==> config.mk <==
export PLATFORM = sky130hd
export DESIGN_NAME = noc_input_port
export DESIGN_NICKNAME = d
export VERILOG_FILES = /design/src/rtl/noc_input_port.sv
export SDC_FILE = /design/constraint.sdc
export NUM_CORES = 1
export LEC_CHECK = 0
export ABC_CLOCK_PERIOD_IN_PS = 5100
export CORE_MARGIN = 4
export CORE_UTILIZATION = 50
export DETAILED_ROUTE_END_ITERATION = 7
export GPL_TIMING_DRIVEN = 0
export PLACE_DENSITY = 0.83
export REMOVE_ABC_BUFFERS = 1
export SYNTH_ARGS = -nofsm -noshare
export SYNTH_HDL_FRONTEND = slang
export SYNTH_SLANG_ARGS = --single-unit
==> constraint.sdc <==
create_clock -name clk -period 5.1 [get_ports clk]
set_input_delay 1.02 -clock clk [delete_from_list [all_inputs] [get_ports clk]]
set_output_delay 1.02 -clock clk [all_outputs]
set_load 0.03 [all_outputs]
==> src/rtl/noc_input_port.sv <==
// noc_input_port -- router input-port unit (one per mesh direction).
//
// Buffers wormhole flits in a small FIFO and computes the XY route from the
// head flit. It requests one output port, holds the route for the whole
// packet, and releases it when the tail flit leaves.
//
// Flit type in [FLIT_W-1:FLIT_W-2]: 00 single, 01 head, 10 body, 11 tail.
// Head/single flits carry dest_x in [2*COORD_W-1:COORD_W] and dest_y in [COORD_W-1:0].
//
// Ports:
//   clk, rst              clock (rising edge), async active-high reset
//   in_valid/in_data      upstream flit; taken when in_valid & in_ready
//   in_ready              FIFO not full (0 while rst is high)
//   out_req[4:0]          registered one-hot request: [0]N [1]S [2]E [3]W [4]L
//   out_grant             1-cycle grant for out_req (ignored outside ROUTE)
//   out_valid/out_data    FIFO head presented to the crossbar (data 0 when empty)
//   out_ready             crossbar accepts; pop on out_valid & out_ready
//   out_tail              out_data is a tail or single flit
//   flit_cnt[15:0]        forwarded flits, saturating   (NOC_INPORT_STATS_EN only)
//   drop_cnt[7:0]         dropped flits, saturating     (NOC_INPORT_STATS_EN only)
//
// Optional build macro: NOC_INPORT_STATS_EN adds the two statistics counters.
module noc_input_port #(
  parameter int XCOORD  = 2,
  parameter int YCOORD  = 2,
  parameter int COORD_W = 4,
  parameter int FLIT_W  = 32,
  parameter int DEPTH   = 4
) (
  input  logic              clk,
  input  logic              rst,
  input  logic              in_valid,
  input  logic [FLIT_W-1:0] in_data,
  output logic              in_ready,
  output logic [4:0]        out_req,
  input  logic              out_grant,
  output logic              out_valid,
  output logic [FLIT_W-1:0] out_data,
  input  logic              out_ready,
  output logic              out_tail
`ifdef NOC_INPORT_STATS_EN
  ,
  output logic [15:0]       flit_cnt,
  output logic [7:0]        drop_cnt
`endif
);

  localparam int AW = $clog2(DEPTH);
  localparam int CW = $clog2(DEPTH) + 1;

  localparam logic [1:0] T_SINGLE = 2'b00;
  localparam logic [1:0] T_TAIL   = 2'b11;

  localparam logic [1:0] IDLE  = 2'd0;
  localparam logic [1:0] ROUTE = 2'd1;
  localparam logic [1:0] SEND  = 2'd2;

  localparam logic [4:0] R_N = 5'b00001;
  localparam logic [4:0] R_S = 5'b00010;
  localparam logic [4:0] R_E = 5'b00100;
  localparam logic [4:0] R_W = 5'b01000;
  localparam logic [4:0] R_L = 5'b10000;

  localparam logic [COORD_W-1:0] X_HERE = COORD_W'(XCOORD);
  localparam logic [COORD_W-1:0] Y_HERE = COORD_W'(YCOORD);

  logic [FLIT_W-1:0]  mem [DEPTH];
  logic [AW-1:0]      wr_ptr, rd_ptr;
  logic [CW-1:0]      count;
  logic               full, empty, push, pop, drop, fwd;
  logic [1:0]         state;
  logic [FLIT_W-1:0]  head;
  logic [1:0]         head_type;
  logic               head_is_start, head_is_end;
  logic [COORD_W-1:0] dest_x, dest_y;
  logic [4:0]         route;

  // ---------------- FIFO ----------------
  assign full  = (count == CW'(DEPTH));
  assign empty = (count == '0);

  // Gated by rst so every output reads 0 while reset is held.
  assign in_ready = !rst && !full;
  assign push     = in_valid && in_ready;
  assign pop      = drop || fwd;

  always_ff @(posedge clk) begin
    if (push) mem[wr_ptr] <= in_data;
  end

  // DEPTH is a power of two, so the pointers wrap naturally.
  always_ff @(posedge clk or posedge rst) begin
    if (rst) begin
      wr_ptr <= '0;
      rd_ptr <= '0;
      count  <= '0;
    end else begin
      if (push) wr_ptr <= wr_ptr + AW'(1);
      if (pop)  rd_ptr <= rd_ptr + AW'(1);
      case ({push, pop})
        2'b10:   count <= count + CW'(1);
        2'b01:   count <= count - CW'(1);
        default: count <= count;
      endcase
    end
  end

  // ---------------- head decode / XY route ----------------
  assign head          = empty ? '0 : mem[rd_ptr];
  assign head_type     = head[FLIT_W-1 -: 2];
  assign head_is_start = !head_type[1];                      // single or head
  assign head_is_end   = (head_type == T_SINGLE) || (head_type == T_TAIL);
  assign dest_x        = head[2*COORD_W-1:COORD_W];
  assign dest_y        = head[COORD_W-1:0];

  always_comb begin
    route = R_L;
    if      (dest_x > X_HERE) route = R_E;
    else if (dest_x < X_HERE) route = R_W;
    else if (dest_y > Y_HERE) route = R_N;
    else if (dest_y < Y_HERE) route = R_S;
  end

  // ---------------- packet FSM ----------------
  // A body/tail flit at the head while IDLE has no route: discard it.
  assign drop      = (state == IDLE) && !empty && !head_is_start;
  assign out_valid = (state == SEND) && !empty;
  assign fwd       = out_valid && out_ready;
  assign out_data  = head;
  // Qualified by out_valid: an empty FIFO reads as 0, which decodes as "single".
  assign out_tail  = out_valid && head_is_end;

  always_ff @(posedge clk or posedge rst) begin
    if (rst) begin
      state   <= IDLE;
      out_req <= '0;
    end else begin
      case (state)
        IDLE: if (!empty && head_is_start) begin
          state   <= ROUTE;
          out_req <= route;
        end
        ROUTE: if (out_grant) begin
          state   <= SEND;
          out_req <= '0;
        end
        // Empty FIFO mid-packet simply waits here.
        SEND: if (fwd && head_is_end) state <= IDLE;
        default: begin
          state   <= IDLE;
          out_req <= '0;
        end
      endcase
    end
  end

`ifdef NOC_INPORT_STATS_EN
  // ---------------- statistics ----------------
  always_ff @(posedge clk or posedge rst) begin
    if (rst) begin
      flit_cnt <= '0;
      drop_cnt <= '0;
    end else begin
      if (fwd  && (flit_cnt != '1)) flit_cnt <= flit_cnt + 16'd1;
      if (drop && (drop_cnt != '1)) drop_cnt <= drop_cnt + 8'd1;
    end
  end
`endif

endmodule
* Word-level counts from Yosys, hierarchy flattened
Memories as Yosys holds them, arrays and structs flattened. Index checks and enable logic that the tools add are counted.
Storage, ports and cells: register bits after elaboration 14, RAM bits 128, bits of input ports 37, output and inout bits 40, logic and storage cells 60, memories 1
Memories:
- mem | depth 4, width 32, read ports 1, clocked after Yosys merged registers in 0, write ports 1, line 67 | logic [FLIT_W-1:0] mem [DEPTH];
Cells by class: add/sub/neg operators 4, order comparisons 4, equal/unequal tests 9, multiplexer cells 15, bitwise gates (word level) 1, reduce and logical (&&, ||, !) cells 21
Operators by type and width (count):
- 32-bit 2-to-1 mux | 1
- 5-bit 2-to-1 mux | 6
- 5-bit one-hot mux with 3 select lines | 1
- 1-bit logical AND | 9
- 4-bit by 2-bit > comparator with 1-bit output (second input constant) | 2
- 4-bit by 2-bit < comparator with 1-bit output (second input constant) | 2
- 2-bit equality test (second input constant) | 3
- 2-bit 2-to-1 mux | 3
- 2-bit one-hot mux with 3 select lines | 1
- 3-bit one-hot mux with 2 select lines | 1
- 3-bit AND reduction | 2
- 2-bit by 1-bit adder with 2-bit output (second input constant) | 2
- 2-bit by 1-bit equality test with 1-bit output (second input constant) | 2
- 1-bit logical NOT | 4
- 2-bit logical NOT | 2
- 2-bit by 1-bit inequality test with 1-bit output (second input constant) | 2
- 3-bit by 1-bit adder with 3-bit output (second input constant) | 1
- 3-bit equality test (second input constant) | 1
- 3-bit logical NOT | 1
- 3-bit by 1-bit subtractor with 3-bit output (second input constant) | 1
- 1-bit logical OR | 2
- 1-bit 2-to-1 mux | 2
- 2-bit inequality test (second input constant) | 1
- 2-bit nonzero test | 1
- 1-bit inverter | 1

* Depth between registers and ports, before layout
Gate-level depths: netlist (run 1).
depth in word-level cells 9, depth in mapped cells 10, gate-level depth less buffers 10

* Least setup slack after synthesis (run 1)
Ideal clock, no wire load.
kind register -> output, from register rd_ptr[0], to output port out_tail, arrival time 2144 ps, data required time 4080 ps, slack 1936 ps, cell stages (with the launch flop) 6, cells stage by stage dfrtp_1 > buf_6 > buf_2 > mux4_2 > xor2_1 > a21boi_0
On the way: word-level cells in the longest chain between the ends 5, elaborated cells between the ends (all ways) 6, classes of those cells 1 x eq/ne; 1 x mux; 3 x reduce/logical; 1 x memory
Ends and longest elaborated chain:
- from (decl) | line 68 | logic [AW-1:0] wr_ptr, rd_ptr;
- from (signal assigned) | line 99 | if (pop) rd_ptr <= rd_ptr + AW'(1);
- memory read 4 x 32 bit *
- 32-bit 2-to-1 mux * | line 109 | assign head = empty ? '0 : mem[rd_ptr];
- 2-bit equality test / 2-bit logical NOT (equally long branches) | line 112 | assign head_is_end = (head_type == T_SINGLE) || (head_type == T_TAIL);
- 1-bit logical OR * | line 112
- 1-bit logical AND * | line 131 | assign out_tail = out_valid && head_is_end;
- to (decl) | line 40 | output logic out_tail
Mark *: on every way between the ends. The rest lies on a longest branch, timed or not.

* Worst setup path after layout (run 1)
Ends and elaborated chain as after synthesis.

==> impl_metrics.env, run 1 <==
export IMPL_synthCells=283
export IMPL_ys_async_sr_fraction_pct=9.86
export IMPL_grt_max_degree=36
export IMPL_slew_limit_headroom_pct=26.4
export IMPL_cp_max_fo=17
export IMPL_timing_worst_slew_pin_value_ns=1.10
export IMPL_max_slew_violation_count=0
export IMPL_dpl_hpwl_um=6080
export IMPL_clkLatencyLatePin_ns=0.42
export IMPL_setup_viol_count_final=0
export IMPL_die_area_mm2=0.0130
export IMPL_globalplace_congestion=0.707
export IMPL_status="complete, no violations"
export IMPL_initial_drc_count=182
export IMPL_synth_seq_cells=142
export IMPL_p_per_area_mw_per_mm2=627
export IMPL_worstPathBufferInverterCount=1
export IMPL_first_pass_iters=4
export IMPL_drt_drc_violations_left=0
export IMPL_most_common_cell_after_layout_fill_and_taps_aside="edfxtp_1"
export IMPL_viasPerCell=5.41
export IMPL_post_route_clock_skew_ns=0.0107
export IMPL_routedWlPerCell_um=19.7
export IMPL_first_global_vias=3081
export IMPL_holdCritPathClass="reg -> reg"
export IMPL_nNetsFinal=411
export IMPL_io_pins=77
export IMPL_grt_first_pass_wirelength_um=16600
export IMPL_vias=2818
export IMPL_cts_htree_levels=4
export IMPL_drive_gt1_share_pct=19.2
export IMPL_die_w_um=114
export IMPL_vdd_ir_drop_max_mv=0.539
export IMPL_cts_reportedPaths_clkPinSlew_ns=0.06
export IMPL_power_static_leakage_uw=0.00242
export IMPL_rsz0062_at_grt="false"
export IMPL_ys_types=34
export IMPL_dieHeight_um=114
export IMPL_detail_route_wirelength_um=10300
export IMPL_place_ws_ns=1.54
export IMPL_std_cell_rows=38
export IMPL_required_time_of_the_worst_setup_path_ns=4.08
export IMPL_ctsHoldBuffers=0
export IMPL_tritoncts="yes"
export IMPL_cpLargestDelayFamily="flip-flops"
export IMPL_grt_util_all_layers_pct=17.4
export IMPL_critPathLaunchType="register"
export IMPL_max_cap_viols=0
export IMPL_cp_data_arrival_time_ns=2.92
export IMPL_timing_final_ws_setup_ns=1.16
export IMPL_root_buffer="clkbuf_16"
export IMPL_most_frequent_cells_in_the_layout="edfxtp_1, clkdlybuf4s50_1, and2_1"
export IMPL_resized_cells_post_cts=0
export IMPL_detail_route_antenna_nets=0
export IMPL_cpPeakStageDelay_ns=0.76
export IMPL_max_clock_freq_mhz=254
export IMPL_grt_ovfl_total=0
export IMPL_number_of_synthesis_warnings=0
export IMPL_filler_cells_inserted=753
export IMPL_timing_final_crit_period_ns=3.94
export IMPL_worstPathCellList="mux4_2 -> xor2_1 -> a21boi_0 -> clkdlybuf4s50_1"
export IMPL_primary_flip_flop_cell_chosen_by_synthesis_mapping="edfxtp_1"
export IMPL_synth_yosys_seq_area_share_pct=74.5
export IMPL_post_synth_edffs=128
export IMPL_numCtsBuffers=17
export IMPL_critPathKind="reg -> out"
export IMPL_antenna_cells=0
export IMPL_timing_final_hold_violations=0
export IMPL_placement_io_buffers=76
export IMPL_cts_num_sinks=142
export IMPL_timing_hold_ws_ns=0.487
export IMPL_post_route_period_util_pct=77.3
export IMPL_cts_buffer_depth=2
export IMPL_antenna_found_initial=0
export IMPL_post_cts_repair_setup_buffers=0
export IMPL_core_utilization_of_the_finished_layout_pct=65.1
export IMPL_syn_area_per_cell_um2=19.9
export IMPL_setup_tns_final_ns=0
export IMPL_layout_area_overhead_vs_synth_pct=26.5
export IMPL_initial_core_util_pct=51.5
export IMPL_core_region_area_mm2=0.0109
export IMPL_synthesis_area_mm2=0.00563
export IMPL_worstSetupEndpointType="primary output"
export IMPL_slowest_stage="dfrtp_2"
## path summary, 6_finish.rpt
path	from	to	slack [ns]	cells after the start
setup / recovery	rd_ptr[0]	out_tail	1.16	4
hold / removal	out_req[0]	out_req[0]	0.49	2
setup reg to reg	rd_ptr[0]	out_req[4]	2.11	4
hold reg to reg	out_req[0]	out_req[0]	0.49	2
max in group asynchronous	rst	rd_ptr[0]	3.70	2
min in group asynchronous	rst	count[1]	1.00	2
## kinds of logic (layout without fill, tap and decap cells)
family,count (synthesis),after routing,synth area share (%)
AO/OA/AOI/OAI,14,14,1.78
XOR/XNOR,7,7,1.09
adder cells (fa/ha/maj),6,6,1.47
buffers and inverters,20,118,1.49
flip-flops,142,142,74.5
multiplexers,35,35,13.6
AND/OR/NAND/NOR,59,59,6.13
## final cells by class
type / instances / area (µm²) / share of cell area, %
clock inverters: 13 / 144 / 2.02
flip-flops and latches: 142 / 4200 / 58.9
repair buffers: 77 / 781 / 11.0
inverters: 9 / 33.8 / 0.474
multi-input cells: 121 / 1360 / 19.1
well taps: 140 / 175 / 2.46
clock buffers: 19 / 433 / 6.08
## cell usage after synthesis (all sizes together), types with 3 or more instances
cell    instances  share of area (%)
nor2            5               0.33
ha              5                1.1
and3            4               0.44
xor2            4               0.62
and2           34                3.8
xnor2           3               0.47
edfxtp        128                 68
clkbuf          6               0.40
mux4           32                 13
o21ai           5               0.44
buf             5               0.49
inv             9               0.60
nand2           8               0.53
dfrtp          14                6.2
## sequential cells by signal (all words and copies together), names as in the netlist
register and flops:
wr_ptr 2, mem 128, state 2, count 3, out_req 5, rd_ptr 2
## metrics by stage
| step | total power, µW | instances | instance area, µm² |
|---|---|---|---|
| 2_1_floorplan | 2670 | 272 | 5580 |
| 3_3_place_gp | 3290 | 488 | 6520 |
| 3_5_place_dp | 3320 | 489 | 6550 |
| 4_1_cts | 4520 | 521 | 7120 |
| 5_1_grt | 4700 | 521 | 7120 |
| 6_report | 4460 | 521 | 7120 |
## power by group
| group | internal [µW] | switching, µW |
|---|---|---|
| sequential | 1440 | 158 |
| clock | 720 | 463 |
| combinational | 805 | 881 |
## worst min-delay path, stage by stage, from the launching register on
cell and delay, ns:
dfrtp_1 0.34, nand2_1 0.05, o31ai_1 0.06
## layer usage
| metal | track usage, % | wire length, µm |
|---|---|---|
| met1 | 22.2 | 4230 |
| met4 | 7.44 | 100 |
| met3 | 5.18 | 742 |
| met5 | 0 | 0 |
| met2 | 28.0 | 5200 |
No activity file was read; power rests on OpenSTA's default activity.
==> run 2, diff against run 1 <==
--- a/config.mk
+++ b/config.mk
@@ -5,7 +5,7 @@
 export SDC_FILE = /design/constraint.sdc
 export NUM_CORES = 1
 export LEC_CHECK = 0
-export ABC_CLOCK_PERIOD_IN_PS = 5100
+export ABC_CLOCK_PERIOD_IN_PS = 3850
 export CORE_MARGIN = 4
 export CORE_UTILIZATION = 50
 export DETAILED_ROUTE_END_ITERATION = 7
==> constraint.sdc (replaced) <==
create_clock -name clk -period 3.85 [get_ports clk]
set_input_delay 0.77 -clock clk [delete_from_list [all_inputs] [get_ports clk]]
set_output_delay 0.77 -clock clk [all_outputs]
set_load 0.03 [all_outputs]
==> results of run 2 <==
The final DEF is identical to that of run 1. Status: complete, no violations.
Main changes from that run: setup slack after placement 1.54 ns -> 0.539 ns; setup slack after layout 1.16 ns -> 0.157 ns; register-to-register setup slack 2.11 ns -> 0.86 ns; total power 4460 µW -> 5910 µW; worst IR drop on VDD 0.539 mV -> 0.715 mV
==> run 3, diff against run 2 <==
--- a/config.mk
+++ b/config.mk
@@ -6,6 +6,7 @@
 export NUM_CORES = 1
 export LEC_CHECK = 0
 export ABC_CLOCK_PERIOD_IN_PS = 3850
+export CAP_MARGIN = 25
 export CORE_MARGIN = 4
 export CORE_UTILIZATION = 50
 export DETAILED_ROUTE_END_ITERATION = 7
==> impl_metrics.env, run 3 (synthesized netlist as in run 1, its figures left out) <==
export IMPL_critPathLaunchType="register"
export IMPL_post_cts_repair_setup_buffers=0
export IMPL_grt_util_all_layers_pct=17.4
export IMPL_core_utilization_of_the_finished_layout_pct=65.6
export IMPL_first_pass_iters=5
export IMPL_dpl_hpwl_um=6170
export IMPL_p_per_area_mw_per_mm2=838
export IMPL_core_region_area_mm2=0.0109
export IMPL_antenna_cells=0
export IMPL_timing_final_crit_period_ns=3.71
export IMPL_cts_reportedPaths_clkPinSlew_ns=0.06
export IMPL_setup_viol_count_final=0
export IMPL_root_buffer="clkbuf_16"
export IMPL_dieHeight_um=114
export IMPL_cts_buffer_depth=2
export IMPL_first_global_vias=3118
export IMPL_std_cell_rows=38
export IMPL_cts_num_sinks=142
export IMPL_vias=2824
export IMPL_final_area_mm2=0.00717
export IMPL_grt_first_pass_wirelength_um=16500
export IMPL_placed_cells_incl_taps=490
export IMPL_most_common_cell_after_layout_fill_and_taps_aside="edfxtp_1"
export IMPL_post_route_period_util_pct=96.4
export IMPL_slew_limit_headroom_pct=40.9
export IMPL_worstSetupEndpointType="primary output"
export IMPL_initial_core_util_pct=51.5
export IMPL_io_pins=77
export IMPL_tritoncts="yes"
export IMPL_ctsHoldBuffers=0
export IMPL_routedWlPerCell_um=19.5
export IMPL_largest_register_ff_count=128
export IMPL_max_clock_freq_mhz=269
export IMPL_required_time_of_the_worst_setup_path_ns=3.08
export IMPL_drt_drc_violations_left=0
export IMPL_placement_cell_area_mm2=0.00657
export IMPL_viasPerCell=5.41
export IMPL_rsz0062_at_grt="false"
export IMPL_clkLatencyLatePin_ns=0.41
export IMPL_detail_route_wirelength_um=10200
export IMPL_resized_cells_post_cts=0
export IMPL_cp_data_arrival_time_ns=2.94
export IMPL_cts_htree_levels=4
export IMPL_status="complete, no violations"
export IMPL_globalplace_congestion=0.707
export IMPL_layout_area_overhead_vs_synth_pct=27.3
export IMPL_timing_worst_slew_pin_value_ns=0.887
export IMPL_grt_max_degree=34
export IMPL_numCtsBuffers=17
export IMPL_grt_ovfl_total=0
export IMPL_nNetsFinal=412
export IMPL_post_route_clock_skew_ns=0.00663
export IMPL_layout_top_registers="mem x128, out_req x5, count x3"
export IMPL_die_area_mm2=0.0130
export IMPL_critPathKind="reg -> out"
export IMPL_placement_io_buffers=76
export IMPL_most_frequent_cells_in_the_layout="edfxtp_1, clkdlybuf4s50_1, and2_1"
export IMPL_max_cap_viols=0
export IMPL_drive_gt1_share_pct=18.8
export IMPL_die_w_um=114
export IMPL_vdd_ir_drop_max_mv=0.632
export IMPL_detail_route_antenna_nets=0
export IMPL_worstPathCellList="mux4_2 -> xor2_1 -> a21boi_0 -> clkdlybuf4s50_1"
export IMPL_power_static_leakage_uw=0.00245
export IMPL_cpPeakStageDelay_ns=0.76
export IMPL_slowest_stage="dfrtp_2"
export IMPL_register_with_the_highest_flop_count="mem"
export IMPL_max_slew_violation_count=0
export IMPL_filler_cells_inserted=759
export IMPL_cp_max_fo=17
export IMPL_timing_final_hold_violations=0
export IMPL_initial_drc_count=193
export IMPL_stdcell_count=522
export IMPL_antenna_found_initial=0
export IMPL_holdCritPathClass="reg -> reg"
run 3: layer usage:
layer,GRT usage [%],up-vias,wire (µm)
met3,6.29,14,565
li1,-,1297,-
met2,27.6,78,5040
met5,0,-,0
met1,22.1,1435,4440
met4,6.73,0,161
run 3: final timing paths:
kind / start / to / slack (ns) / cells after the start
setup reg to reg: rd_ptr[0] / out_req[4] / 0.86 / 4
max in group asynchronous: rst / rd_ptr[1] / 2.70 / 2
hold reg to reg: out_req[0] / out_req[0] / 0.48 / 2
min in group asynchronous: rst / count[0] / 0.76 / 2
setup / recovery: rd_ptr[0] / out_tail / 0.14 / 4
hold / removal: out_req[0] / out_req[0] / 0.48 / 2
run 3: critical path, delay by kind of cell (launching register included):
family | cells | cell delay (ns)
DFF | 1 | 0.76
buffers and inverters | 1 | 0.71
muxes | 1 | 0.66
xor gates and xnor gates | 1 | 0.20
AOI/OAI and AO/OA | 1 | 0.20
run 3: power breakdown:
| part | internal, µW | switching (µW) | leakage (µW) |
|---|---|---|---|
| registers | 1900 | 210 | 0.00133 |
| logic | 1090 | 1170 | 0.000835 |
| clock network | 1020 | 611 | 0.000283 |
| total | 4020 | 1990 | 0.00245 |
run 3: layout make-up:
class	instances	area [µm²]	area share, %
well taps	140	175	2.44
clock buffers	20	437	6.09
repair buffers	78	808	11.3
clock inverters	12	161	2.25
flip-flops and latches	142	4200	58.5
multi-input cells	121	1360	18.9
inverters	9	33.8	0.471
run 3: stage by stage:
step | hold slack (ns) | power (µW) | worst slack (ns) | setup TNS, ns
after global placement | 0.464 | 4360 | -0.632 | -10.58
final | 0.484 | 6010 | 0.139 | 0
after CTS | 0.490 | 6080 | 0.0778 | 0
after floorplan | 0.476 | 3540 | 0.0767 | 0
after detailed placement | 0.477 | 4420 | 0.540 | 0
after global routing | 0.511 | 6340 | 0.00794 | 0
